==> src/rtl/mux_pkg.sv <==
//------------------------------------------------------------------------------
// Module      : mux_pkg
// Description : Shared widths and types for the mux result packing path.
// Revision    : 1.0 - initial release
//------------------------------------------------------------------------------
`default_nettype none

package mux_pkg;

    localparam int DATA_W = 2;
    localparam int PACK   = 4;
    localparam int CNT_W  = $clog2(PACK) + 1;
    localparam int WORD_W = PACK * DATA_W;

    typedef logic [DATA_W-1:0]      beat_t;
    typedef logic [PACK*DATA_W-1:0] word_t;
    typedef logic [CNT_W-1:0]       cnt_t;

endpackage

`default_nettype wire

==> src/rtl/mux_result_hold.sv <==
//------------------------------------------------------------------------------
// Module      : mux_result_hold
// Description : One-entry valid/ready output register for a packed word and
//               its slot count. Produces the upstream ready.
// Revision    : 1.0 - initial release
//------------------------------------------------------------------------------
`default_nettype none

module mux_result_hold
    import mux_pkg::*;
#(
    parameter int WORD_W = $bits(word_t),
    parameter int CNT_W  = $bits(cnt_t)
) (
    input  logic              clk,
    input  logic              rst,
    input  logic              load_i,
    input  logic [WORD_W-1:0] load_data_i,
    input  logic [CNT_W-1:0]  load_count_i,
    input  logic              out_ready_i,
    output logic              out_valid_o,
    output logic [WORD_W-1:0] out_data_o,
    output logic [CNT_W-1:0]  out_count_o,
    output logic              in_ready_o
);

    logic              r_valid_q, r_valid_d;
    logic [WORD_W-1:0] r_data_q,  r_data_d;
    logic [CNT_W-1:0]  r_count_q, r_count_d;

    // A slot opens when nothing is held or the held word leaves this cycle.
    assign in_ready_o = ~r_valid_q | out_ready_i;

    // Next state: a new word replaces the old one even on a transfer edge.
    always_comb begin
        r_valid_d = r_valid_q;
        r_data_d  = r_data_q;
        r_count_d = r_count_q;
        if (load_i) begin
            r_valid_d = 1'b1;
            r_data_d  = load_data_i;
            r_count_d = load_count_i;
        end else if (r_valid_q && out_ready_i) begin
            r_valid_d = 1'b0;
        end
    end

    // Output register with synchronous reset.
    always_ff @(posedge clk) begin
        if (rst) begin
            r_valid_q <= 1'b0;
            r_data_q  <= '0;
            r_count_q <= '0;
        end else begin
            r_valid_q <= r_valid_d;
            r_data_q  <= r_data_d;
            r_count_q <= r_count_d;
        end
    end

    assign out_valid_o = r_valid_q;
    assign out_data_o  = r_data_q;
    assign out_count_o = r_count_q;

endmodule

`default_nettype wire

==> src/rtl/mux_result_packer.sv <==
//------------------------------------------------------------------------------
// Module      : mux_result_packer
// Description : Packs successive mux results into a word, LSB slot first,
//               with early flush on in_last and a valid/ready word output.
// Revision    : 1.0 - initial release
//------------------------------------------------------------------------------
`default_nettype none

module mux_result_packer #(
    parameter int DATA_W = mux_pkg::DATA_W,
    parameter int PACK   = mux_pkg::PACK,
    parameter int CNT_W  = $clog2(PACK) + 1
) (
    input  logic                   clk,
    input  logic                   rst,
    input  logic                   in_valid,
    output logic                   in_ready,
    input  logic [DATA_W-1:0]      in_data,
    input  logic                   in_last,
    output logic                   out_valid,
    input  logic                   out_ready,
    output logic [PACK*DATA_W-1:0] out_data,
    output logic [CNT_W-1:0]       out_count
);

    localparam int PTR_W  = $clog2(PACK);
    localparam int WORD_W = PACK * DATA_W;

    logic [WORD_W-1:0] r_buf_q, r_buf_d;
    logic [PTR_W-1:0]  r_ptr_q, r_ptr_d;

    logic              w_accept;
    logic              w_close;
    logic [WORD_W-1:0] w_merged;
    logic [CNT_W-1:0]  w_count;

    assign w_accept = in_valid & in_ready;
    assign w_close  = (r_ptr_q == PTR_W'(PACK - 1)) | in_last;
    assign w_count  = CNT_W'(r_ptr_q) + CNT_W'(1);

    // Fill buffer with the incoming beat dropped into the current slot.
    always_comb begin
        w_merged = r_buf_q;
        for (int k = 0; k < PACK; k++) begin
            if (r_ptr_q == PTR_W'(k)) begin
                w_merged[k*DATA_W +: DATA_W] = in_data;
            end
        end
    end

    // Next fill state: advance on a normal beat, empty out on a closing beat.
    always_comb begin
        r_buf_d = r_buf_q;
        r_ptr_d = r_ptr_q;
        if (w_accept) begin
            if (w_close) begin
                r_buf_d = '0;
                r_ptr_d = '0;
            end else begin
                r_buf_d = w_merged;
                r_ptr_d = r_ptr_q + PTR_W'(1);
            end
        end
    end

    // Fill buffer and slot pointer registers.
    always_ff @(posedge clk) begin
        if (rst) begin
            r_buf_q <= '0;
            r_ptr_q <= '0;
        end else begin
            r_buf_q <= r_buf_d;
            r_ptr_q <= r_ptr_d;
        end
    end

    mux_result_hold #(
        .WORD_W (WORD_W),
        .CNT_W  (CNT_W)
    ) u_hold (
        .clk          (clk),
        .rst          (rst),
        .load_i       (w_accept & w_close),
        .load_data_i  (w_merged),
        .load_count_i (w_count),
        .out_ready_i  (out_ready),
        .out_valid_o  (out_valid),
        .out_data_o   (out_data),
        .out_count_o  (out_count),
        .in_ready_o   (in_ready)
    );

endmodule

`default_nettype wire

==> config.mk <==
export PLATFORM = sky130hd
export DESIGN_NAME = mux_result_packer
export DESIGN_NICKNAME = d
export VERILOG_FILES = /design/src/rtl/mux_pkg.sv /design/src/rtl/mux_result_hold.sv /design/src/rtl/mux_result_packer.sv
export SDC_FILE = /design/constraint.sdc
export NUM_CORES = 1
export LEC_CHECK = 0
export BUFFER_PORTS_ARGS = -buffer_cell sky130_fd_sc_hd__buf_4
export CORE_MARGIN = 1.5
export CORE_UTILIZATION = 53
export DETAILED_ROUTE_END_ITERATION = 16
export HOLD_SLACK_MARGIN = 0.15
export PLACE_DENSITY_LB_ADDON = 0.3
export SETUP_SLACK_MARGIN = 0.3
export SKIP_LAST_GASP = 1
export SLEW_MARGIN = 5
export SYNTH_ARGS = -nofsm -noshare
export SYNTH_HDL_FRONTEND = slang
export SYNTH_SLANG_ARGS = --single-unit
==> constraint.sdc <==
create_clock -name clk -period 1.84 [get_ports clk]
set_input_delay 0 -clock clk [delete_from_list [all_inputs] [get_ports clk]]
set_output_delay 0 -clock clk [all_outputs]
set_load 0.02 [all_outputs]
Word-level counts from Yosys, hierarchy flattened. Index checks and enable logic that the tools add are counted.

Muxes and demuxes: 8. Bitwise gates (word level): 5. $add $sub $neg: 2. Reduce and logical (&&, ||, !) cells: 3. Equal/unequal tests: 3.

Operators with widths (number): $mux W2 (5); $mux W8 (1); $eq A2 B2 Y1 const B (2); $add A2 B1 Y3 const B (1); $add A2 B1 Y2 const B (1); $and A1 B1 Y1 (2); $eq A2 B1 Y1 const B (1); $logic_not A2 Y1 (1); $mux W1 (2); $or A1 B1 Y1 (2); $reduce_bool A2 Y1 (1); $logic_and A1 B1 Y1 (1); $not A1 Y1 (1).

Flip-flop bits (word level): 22.

Depth between registers and ports, before layout. Gate-level depths: netlist of the first run.

Word-level depth: 5. Depth in mapped cells: 6. Mapped depth without buffers: 5.

By module. From an unflattened synthesis of the first run, not the netlist that was laid out.

Cells, all modules: 87. Area, all modules: 925.9 µm².

By module, submodules not included: mux_result_packer (cells an instance 48, instances 1, area each 503.0 µm², sequential area each 200.2 µm²); mux_result_hold (cells an instance 39, instances 1, area each 422.9 µm², sequential area each 240.2 µm²).

Least setup slack after synthesis of the first run. Ideal clock, no wire load.

Kind: register -> register. From: register r_ptr_q[0]. To: register u_hold.r_data_q[3] (netlist: u_hold.out_data_o[3]). Period minus slack after synthesis: 1.441 ns. Stages on the path, launching flop included: 7. Path slack: 0.399 ns. Arrival time: 1.355 ns. Cell sequence: dfxtp_1 ha_1 buf_2 nor2_2 or3_1 buf_6 a211oi_1.

Word-level cells in the longest chain between the ends: 3. Elaborated cells between the ends (all ways): 5.

Ends and longest elaborated chain: from (decl) (line mux_result_packer.sv:30) `logic [PTR_W-1:0] r_ptr_q, r_ptr_d;`; from (signal assigned) (line mux_result_packer.sv:73) `r_ptr_q <= r_ptr_d;`; $eq A2 B2 Y1 (line mux_result_packer.sv:38) `assign w_close = (r_ptr_q == PTR_W'(PACK - 1)) | in_last;`; $or A1 B1 Y1 (line mux_result_packer.sv:38); $and A1 B1 Y1 (line mux_result_packer.sv:83) `.load_i (w_accept & w_close),`; to (signal assigned) (line mux_result_hold.sv:56) `r_data_q <= r_data_d;`; to (decl) (line mux_result_hold.sv:28) `logic [WORD_W-1:0] r_data_q, r_data_d;`.

Several ways; a longest one is shown, not always the timed one. A chain may end at the register's enable or synchronous reset.

Worst setup path after layout of the first run.
From: register r_ptr_q[0]. To: register u_hold.r_data_q[5] (netlist: u_hold.out_data_o[5]).

The elaborated chain is that of the path after synthesis.

==> results.cfg, run 1 <==
[run]
maxCapViolations = 0

[synthesis]
yosys-top-cells-area = dfxtp_1 42%, mux2_2 8.5%, inv_1 6.8%
syn-num-nets = 128
syn-instance-count = 117
netlist_area_um2 = 1050
synth_top_area_frac = 0.418
synth-seq-cells = 22
synth_compound_area_frac = 0.149
avgSynthCellArea_um2 = 9.02
synth-xor-area-share = 0
synth_fa_ha_area_frac = 0.0474
ys_async_sr_fraction = 0
synthSimpleGateAreaFrac = 0.177
yosysWarnings = 0
ys.flop_type = dfxtp_1
yosysUniqueCellTypes = 24
synth_top_family_by_area = simple AND/OR/NAND/NOR gates
synthMuxAreaShare = 0.0949
seq_area_frac_synth = 0.418
yosysTopAreaCell = dfxtp_1
synth_edf_count = 0

[worst_setup_path]
critPathLaunchType = register
crit_required_ns = 2.02
critical_path_class = register to register
cp_max_fo = 4
crit_arrival_ns = 1.72
crit_path_end_kind = register

[global_routing]
grtUsageTotal = 0.216
grt_pass1_wl_um = 3510
first_global_vias = 833
antenna_found_initial = 0
grt_max_degree = 27
overflow = 0

[layout]
antenna_cells = 0
fin_nets = 151
syn_to_final_growth_pct = 26.3
final_layout_size_suffix_gt1_frac = 0.309
final_cell_mix = 21 x buf_4, 20 x dfxtp_1, 19 x inv_1, 9 x nor4_1, 9 x a211oi_1
mostFrequentLayoutCell = buf_4

[pwr]
clock_power_share = 0.276
peakVddDrop_v = 0.000479
combPwrFrac = 0.181
p_leak_nw = 0.501
sw_frac_of_total = 0.260
pwr-share-seq = 0.542
p_int_w = 0.000692
pwr_density_cell_nw_per_um2 = 702
switching_power_w = 0.000244

[timing]
slew_viol_final = 0
fin_crit_ns = 1.53
fin_hold_ws_ns = 0.468
rsz0062_at_grt = true
setup_viol = 0
finClkSkew_ns = 0.00387
fin_crit_sh = 0.833
tns_ns = 0
final-hold-violation-count = 0
fmax_ghz = 0.652
max_slew_margin = 0.743
worstMarginPinSlew_ns = 0.384

[floorplan]
die_h_um = 47.6
ioPinCount = 20
num_rows = 15
initial_core_util = 0.585
dieArea_um2 = 2270
die_w_um = 47.6
core_um2 = 1800

[route]
drc = 0
vias = 935
post_drt_via_cell_ratio = 5.70
drt_iter0_markers = 31
ant_nets = 0
wl_um = 2390
firstDrtPassIters = 5
wire_per_inst_um = 14.5

[placed_design]
port_buffers = 19
routabilityCongestion = 0.854
post-dp-hpwl_um = 1580

[status]
status = completed

[clocking]
cts_tree = built
cts_htree_levels = 1
cts_root_buf = clkbuf_4
clk_pin_slew_worst_paths_ns = 0.12
ctsLongestPathBuffers = 2
cts_setup_buffers = 0
cts-buffers-inserted = 3
cts_num_sinks = 22
clk-insertion-delay-late_ns = 0.29

[min_path]
hold_path_class = register to register
per-layer routing:
metal,track usage,wire (µm)
met4,0.0595,12
met3,0.0377,71
met5,0,0
met2,0.389,1270
met1,0.263,1030
cell type report:
type                    instances  area (µm²)
multi-input cells              66         529
fillers                       147         469
flip-flops and latches         22         443
repair buffers                 27         218
inverters                      20        75.1
clock buffers                   4        36.3
well taps                      25        31.3
path summary, 6_finish.rpt:
path	startpoint	to	slack [ns]	cells after the start
hold reg to reg	u_hold.out_data_o[1]	u_hold.out_data_o[1]	0.47	2
setup / recovery	r_ptr_q[0]	u_hold.out_data_o[5]	0.31	5
setup reg to reg	r_ptr_q[0]	u_hold.out_data_o[5]	0.31	5
hold / removal	u_hold.out_data_o[1]	u_hold.out_data_o[1]	0.47	2
flip-flops by register name (all words and copies together), names as in the netlist:
| signal | count |
|---|---|
| r_buf_q | 8 |
| u_hold.out_data_o | 8 |
| u_hold.out_count_o | 3 |
| r_ptr_q | 2 |
| u_hold.out_valid_o | 1 |
per-stage QoR:
| stage | cell area [µm²] | cells | util | worst slack, ns | power [W] |
|---|---|---|---|---|---|
| detailed placement | 1200 | 154 | 0.665 | 0.164 | 0.000668 |
| global placement | 1200 | 154 | 0.665 | 0.229 | 0.000665 |
| finish | 1330 | 164 | 0.740 | 0.307 | 0.000936 |
| global route | 1330 | 164 | 0.740 | 0.238 | 0.000974 |
| floorplan | 1050 | 117 | - | 0.399 | 0.000615 |
| CTS | 1290 | 163 | 0.715 | 0.213 | 0.000936 |
what timing repair did:
action	in CTS	in global routing
setup endpoints to repair	20	23
pin swaps	0	0
hold endpoints to repair	21	1
hold buffers	5	1
resized for setup	1	9
cells in the mapped netlist, types with 2 or more instances:
library cell	instances
dfxtp_1	22
inv_1	19
a211oi_1	9
nor4_1	9
mux2_2	8
nor3_1	7
o32ai_1	6
nand2b_1	5
a21oi_1	4
clkbuf_1	4
ha_1	4
nand4_1	4
buf_2	3
nor3b_1	2
o21ai_0	2
power groups by stage:
| stage | logic (W) | registers, W | clock network (W) |
|---|---|---|---|
| 5_1_grt | 0.000183 | 0.000510 | 0.000281 |
| 3_3_place_gp | 0.000149 | 0.000516 | 0 |
| 4_1_cts | 0.000161 | 0.000506 | 0.000269 |
| 3_5_place_dp | 0.000151 | 0.000517 | 0 |
| 2_1_floorplan | 0.0000813 | 0.000534 | 0 |
| 6_report | 0.000170 | 0.000507 | 0.000259 |
kinds of logic (layout without fill, tap and decap cells):
logic type | after synthesis | after routing
AOI/OAI and AO/OA | 22 | 22
adders and majority gates | 4 | 4
buffers and inverters | 29 | 51
DFF | 22 | 22
muxes | 9 | 9
and+or+nand+nor | 31 | 31
critical path: stages, from the launching register on:
cell and delay, ns:
dfxtp_2 0.37, inv_1 0.13, ha_2 0.25, mux2_2 0.34, nor4_1 0.24, a211oi_1 0.10
No activity file was read; power rests on OpenSTA's default activity.
==> inputs of run 2 (changes only) <==
--- a/config.mk
+++ b/config.mk
@@ -5,9 +5,10 @@
 export SDC_FILE = /design/constraint.sdc
 export NUM_CORES = 1
 export LEC_CHECK = 0
+export ABC_AREA = 1
 export BUFFER_PORTS_ARGS = -buffer_cell sky130_fd_sc_hd__buf_4
 export CORE_MARGIN = 1.5
-export CORE_UTILIZATION = 53
+export CORE_UTILIZATION = 54
 export DETAILED_ROUTE_END_ITERATION = 16
 export HOLD_SLACK_MARGIN = 0.15
 export PLACE_DENSITY_LB_ADDON = 0.3
==> constraint.sdc (replaced) <==
create_clock -name clk -period 1.55 [get_ports clk]
set_input_delay 0 -clock clk [delete_from_list [all_inputs] [get_ports clk]]
set_output_delay 0 -clock clk [all_outputs]
set_load 0.02 [all_outputs]
==> run 2 against run 1 <==
Net effect: count of clock-buffer cells in the layout stayed put; cell area is 11% higher; first-iteration DRC count is 77% higher; total power is 29% higher; synthesized area is 11% higher; hold slack worse by 0.30 ns; clock power is 27% higher; die area is 8.2% higher; utilization is 0.23 points higher; maximum frequency is 18% higher; sequential power is 20% higher; largest cell class unchanged.
==> results.cfg, run 2 <==
[synthesis]
ys_async_sr_fraction = 0
synth_common_cells = 69 x nand2_1, 34 x inv_1, 22 x dfxtp_1, 15 x nand3_1, 14 x nor2_1
synth_top_area_frac = 0.377
synth_edf_count = 0
yosysUniqueCellTypes = 16
ys.flop_type = dfxtp_1
netlist_area_um2 = 1170
yosysWarnings = 0
seq_area_frac_synth = 0.377
avgSynthCellArea_um2 = 6.42
synth-seq-cells = 22
yosys-top-cells-area = dfxtp_1 38%, nand2_1 22%, inv_1 11%
syn-num-nets = 193
yosysTopAreaCell = dfxtp_1
syn-instance-count = 182
synthMostInstantiatedCell = nand2_1

[worst_setup_path]
r2r_slack_ns = 0.25
r2r-end = r_ptr_q[0]
crit_required_ns = 1.76
cp_max_fo = 8
cpMostUsedCell = nand2_2
critical_path_class = register to register
cp_cell_sequence = nand2_2 > nand2_2 > o21ai_0 > a21oi_2
critical-path-slowest-cell = dfxtp_1
crit_path_end_kind = register
critical-path-max-stage-delay_ns = 0.37
crit_arrival_ns = 1.51
r2r_cells = 4
critPathLaunchType = register
r2r-start = u_hold.out_valid_o

[pwr]
sw_frac_of_total = 0.306
clock_power_share = 0.274
peakVddDrop_v = 0.000665
p_int_w = 0.000834
p_leak_nw = 0.740
pwr-share-seq = 0.504
pwr_density_cell_nw_per_um2 = 810
switching_power_w = 0.000368
combPwrFrac = 0.222

[layout]
final_cell_mix = 68 x nand2_1, 30 x inv_1, 20 x buf_4, 20 x dfxtp_1, 15 x nand3_1
multi_input_area_um2 = 633
regArea_um2 = 445
mostFrequentLayoutCell = nand2_1
final_layout_size_suffix_gt1_frac = 0.230
antenna_cells = 0
fill_cells = 144
fin_nets = 221
final_util = 0.742
stdcell_area_um2 = 1490
syn_to_final_growth_pct = 27.1

[placed_design]
routabilityCongestion = 0.814
post-dp-hpwl_um = 1740
pre_cts_ws_ns = 0.238
placed_area_um2 = 1310
port_buffers = 19

[global_routing]
overflow = 0
antenna_found_initial = 0
grt_pass1_wl_um = 4640
grtUsageTotal = 0.237
first_global_vias = 1147
grt_max_degree = 16

[clocking]
cts_root_buf = clkbuf_4
clk-insertion-delay-late_ns = 0.32
ctsLongestPathBuffers = 2
clk_pin_slew_worst_paths_ns = 0.13
cts_tree = built
cts_num_sinks = 22
cts-buffers-inserted = 3
cts_htree_levels = 1

[min_path]
hp-start = in_last
hold_path_class = primary input to register
hold_path_end = u_hold.out_data_o[3]
whs_path_depth = 6

[run]
maxCapViolations = 0

[route]
vias = 1239
drc = 0
firstDrtPassIters = 4
ant_nets = 0
drt_iter0_markers = 55
wire_per_inst_um = 12.7
wl_um = 3000
post_drt_via_cell_ratio = 5.25

[floorplan]
dieArea_um2 = 2450
ioPinCount = 20
die_w_um = 49.5
die_h_um = 49.5
core_um2 = 2000
num_rows = 16
initial_core_util = 0.584

[timing]
fmax_ghz = 0.770
max_slew_margin = 0.735
fin_crit_sh = 0.838
finClkSkew_ns = 0.00918
setup_viol = 0
worstMarginPinSlew_ns = 0.397
fin_crit_ns = 1.30
final-hold-violation-count = 0
tns_ns = 0
setup_ws_ns = 0.251
rsz0062_at_grt = true
slew_viol_final = 0

[status]
status = completed
run 2: cell count changes in the layout (fill, tap and decap cells not counted), sizes merged, moves of 5 or more:
cell	delta
nor2	+13
nand2b	-5
a21oi	+7
nand2	+71
a211oi	-9
inv	+17
o32ai	-6
mux2	-8
nor3	-7
nor4	-9
nand3	+18
run 2: power by group through the flow:
stage,clock [W],sequential [W],combinational (W)
floorplan,0,0.000641,0.000133
detailed placement,0,0.000619,0.000223
finish,0.000329,0.000606,0.000267
CTS,0.000328,0.000606,0.000241
global route,0.000350,0.000609,0.000292
global placement,0,0.000617,0.000218
run 2: cell families after synthesis:
kind of cell	synth area share
flops	0.377
compound gates	0.0728
simple gates	0.361
buf+inv	0.147
fa+ha+maj	0.0428
run 2: layout make-up:
cell class / instances / share of cell area
Inverter: 37 / 0.0986
Clock buffer: 4 / 0.0244
Timing Repair Buffer: 24 / 0.128
Sequential cell: 22 / 0.300
Tap cell: 27 / 0.0227
Multi-Input combinational cell: 122 / 0.426
run 2: what timing repair did:
item,CTS,global route
endpoints found under the hold margin,22,0
setup buffers,0,1
pin swaps,1,2
gates cloned,1,2
hold buffers,4,0
endpoints found under the setup margin,21,22
gates resized for setup,5,15
run 2: routing by layer:
layer  global-route usage  vias to the layer above  part of all wire
met1                0.263                      569              0.42
li1                     -                      602                 -
met2                0.447                       53              0.49
met4               0.0972                        0             0.036
met5                    0                        -                 0
met3               0.0303                       15             0.059
run 2: stage by stage:
| stage | std cells | total power, W | hold slack [ns] |
|---|---|---|---|
| 2_1_floorplan | 182 | 0.000774 | 0.215 |
| 3_3_place_gp | 224 | 0.000835 | 0.240 |
| 3_5_place_dp | 224 | 0.000842 | 0.245 |
| 4_1_cts | 233 | 0.00118 | 0.129 |
| 5_1_grt | 236 | 0.00125 | 0.197 |
| 6_report | 236 | 0.00120 | 0.169 |
run 2: worst max-delay path by stage:
stage	startpoint	endpoint	slack, ns	cells after the start
final	u_hold.out_valid_o	r_ptr_q[0]	0.25	4
after global routing	u_hold.out_valid_o	r_ptr_q[0]	0.17	4
after CTS	r_ptr_q[1]	u_hold.out_count_o[1]	0.29	7
after detailed placement	r_ptr_q[1]	u_hold.out_count_o[1]	0.24	7
after global placement	r_ptr_q[1]	u_hold.out_count_o[0]	0.26	6
after floorplan	u_hold.out_valid_o	u_hold.out_count_o[1]	0.33	6
run 2: critical path, delay by kind of cell, from the launching register on:
kind	cells	cell delay (ns)
AOI/OAI and AO/OA	2	0.42
and+or+nand+nor	2	0.41
DFF	1	0.37
==> inputs of run 3 (changes only) <==
==> constraint.sdc (replaced) <==
create_clock -name clk -period 1.3 [get_ports clk]
set_input_delay 0 -clock clk [delete_from_list [all_inputs] [get_ports clk]]
set_output_delay 0 -clock clk [all_outputs]
set_load 0.02 [all_outputs]
==> run 3 against run 2 <==
Net effect: the flow now finishes with violations (negative hold slack); cell count decreased by 0.42%; register-to-register slack worse by 0.11 ns; count of clock-buffer cells in the layout unchanged; flip-flop and latch count unchanged; highest routed layer unchanged; setup slack worse by 0.11 ns; largest power group unchanged; critical path depth rose by 3; wire length shrank 1.3%; utilization rose by 4.0 points.
==> results.cfg, run 3 (same netlist as run 2, synthesis figures left out) <==
[clocking]
clk_pin_slew_worst_paths_ns = 0.13
cts_num_sinks = 22
cts_root_buf = clkbuf_4
ctsLongestPathBuffers = 2
cts-buffers-inserted = 3
clk-insertion-delay-late_ns = 0.32
cts_tree = built
cts_htree_levels = 1

[layout]
mostFrequentLayoutCell = nand2_1
instances_no_fill = 235
final_cell_mix = 67 x nand2_1, 29 x inv_1, 20 x buf_4, 19 x dfxtp_1, 14 x nand3_1
fin_nets = 220
syn_to_final_growth_pct = 33.9
regArea_um2 = 452
multi_input_area_um2 = 698
final_layout_size_suffix_gt1_frac = 0.269
antenna_cells = 0
fill_cells = 146

[timing]
setup_viol = 0
finClkSkew_ns = 0.00632
worstMarginPinSlew_ns = 0.385
fin_crit_sh = 0.894
fin_hold_ws_ns = -0.0918
slew_viol_final = 0
fmax_ghz = 0.860
max_slew_margin = 0.743
tns_ns = 0
rsz0062_at_grt = true
fin_crit_ns = 1.16
final-hold-violation-count = 9

[pwr]
pwr_density_cell_nw_per_um2 = 928
p_leak_nw = 0.758
peakVddDrop_v = 0.000706

[floorplan]
die_w_um = 49.5
num_rows = 16
die_h_um = 49.5
core_um2 = 2000
dieArea_um2 = 2450
initial_core_util = 0.584
ioPinCount = 20

[run]
maxCapViolations = 0

[route]
wire_per_inst_um = 12.6
ant_nets = 0
wl_um = 2960
drt_iter0_markers = 44
drc = 0
post_drt_via_cell_ratio = 5.17
vias = 1214
firstDrtPassIters = 4

[placed_design]
post-dp-hpwl_um = 1800
routabilityCongestion = 0.779
port_buffers = 19
dp_cells = 224

[global_routing]
antenna_found_initial = 0
grt_pass1_wl_um = 4920
first_global_vias = 1173
overflow = 0
grtUsageTotal = 0.258
grt_max_degree = 16

[worst_setup_path]
crit_arrival_ns = 1.43
crit_required_ns = 1.56
r2r-end = u_hold.out_count_o[0]
r2r_cells = 7
cp_max_fo = 6
critPathLaunchType = register
r2r-start = r_ptr_q[0]
r2r_slack_ns = 0.14
crit_path_end_kind = register
critical_path_class = register to register

[min_path]
hold_path_end = r_ptr_q[1]
hp-start = rst
hold_path_class = primary input to register
whs_path_depth = 2

[status]
violations = negative hold slack
status = finished with violations
==> run 3: changes by cell type in the layout (fill, tap and decap cells not counted), sizes merged <==
cell         change
nand2            +1
buf              +2
dlygate4sd3      -4
==> run 3: worst max-delay path, cell delays in order, from the launching register on <==
cell	delay [ns]
dfxtp_4	0.42
ha_4	0.17
inv_6	0.05
nand2_8	0.12
nand3_2	0.13
nand2_1	0.08
nand2_1	0.04
nor2_1	0.09
==> run 3: area by class of cell <==
type,count,area share
Inverter,37,0.105
Sequential cell,22,0.289
Tap cell,27,0.0216
Clock buffer,4,0.0232
Timing Repair Buffer,22,0.116
Multi-Input combinational cell,123,0.446
==> run 3: repair_timing <==
action,4_1_cts,5_1_grt
hold endpoints to repair,22,13
gates cloned,3,1
endpoints found under the setup margin,22,23
gates resized for setup,18,10
buffers inserted,1,2
pin swaps,4,3
==> run 3: worst max path at each step <==
stage,from,slack [ns],endpoint
CTS,r_ptr_q[0],0.16,u_hold.out_count_o[2]
global placement,r_ptr_q[1],0.07,u_hold.out_count_o[0]
finish,r_ptr_q[0],0.14,u_hold.out_count_o[0]
floorplan,r_ptr_q[1],0.17,u_hold.out_data_o[6]
detailed placement,r_ptr_q[1],0.04,u_hold.out_data_o[3]
global route,r_ptr_q[0],0.08,u_hold.out_count_o[1]
==> run 3: stage by stage <==
stage          power (W)   util  worst slack, ns  cell area, µm²  hold slack, ns
2_1_floorplan   0.000934      -            0.166            1200           0.187
3_3_place_gp     0.00101  0.674           0.0691            1350           0.245
3_5_place_dp     0.00102  0.674           0.0356            1350           0.253
4_1_cts          0.00142  0.748            0.156            1500         -0.0880
5_1_grt          0.00152  0.782           0.0798            1570         -0.0874
6_report         0.00145  0.782            0.137            1570         -0.0918
==> run 3: routing by layer <==
metal / track usage / vias to the layer above / part of all wire
met4: 0.116 / 0 / 0.021
li1: - / 604 / -
met1: 0.301 / 558 / 0.39
met2: 0.471 / 45 / 0.53
met3: 0.0273 / 7 / 0.057
met5: 0 / - / 0
==> run 3: report_power, final <==
| group | switching [W] | total [W] | internal, W |
|---|---|---|---|
| registers | 0.0000254 | 0.000727 | 0.000702 |
| clock network | 0.000219 | 0.000390 | 0.000172 |
| logic | 0.000206 | 0.000336 | 0.000130 |
| total | 0.000450 | 0.00145 | 0.00100 |
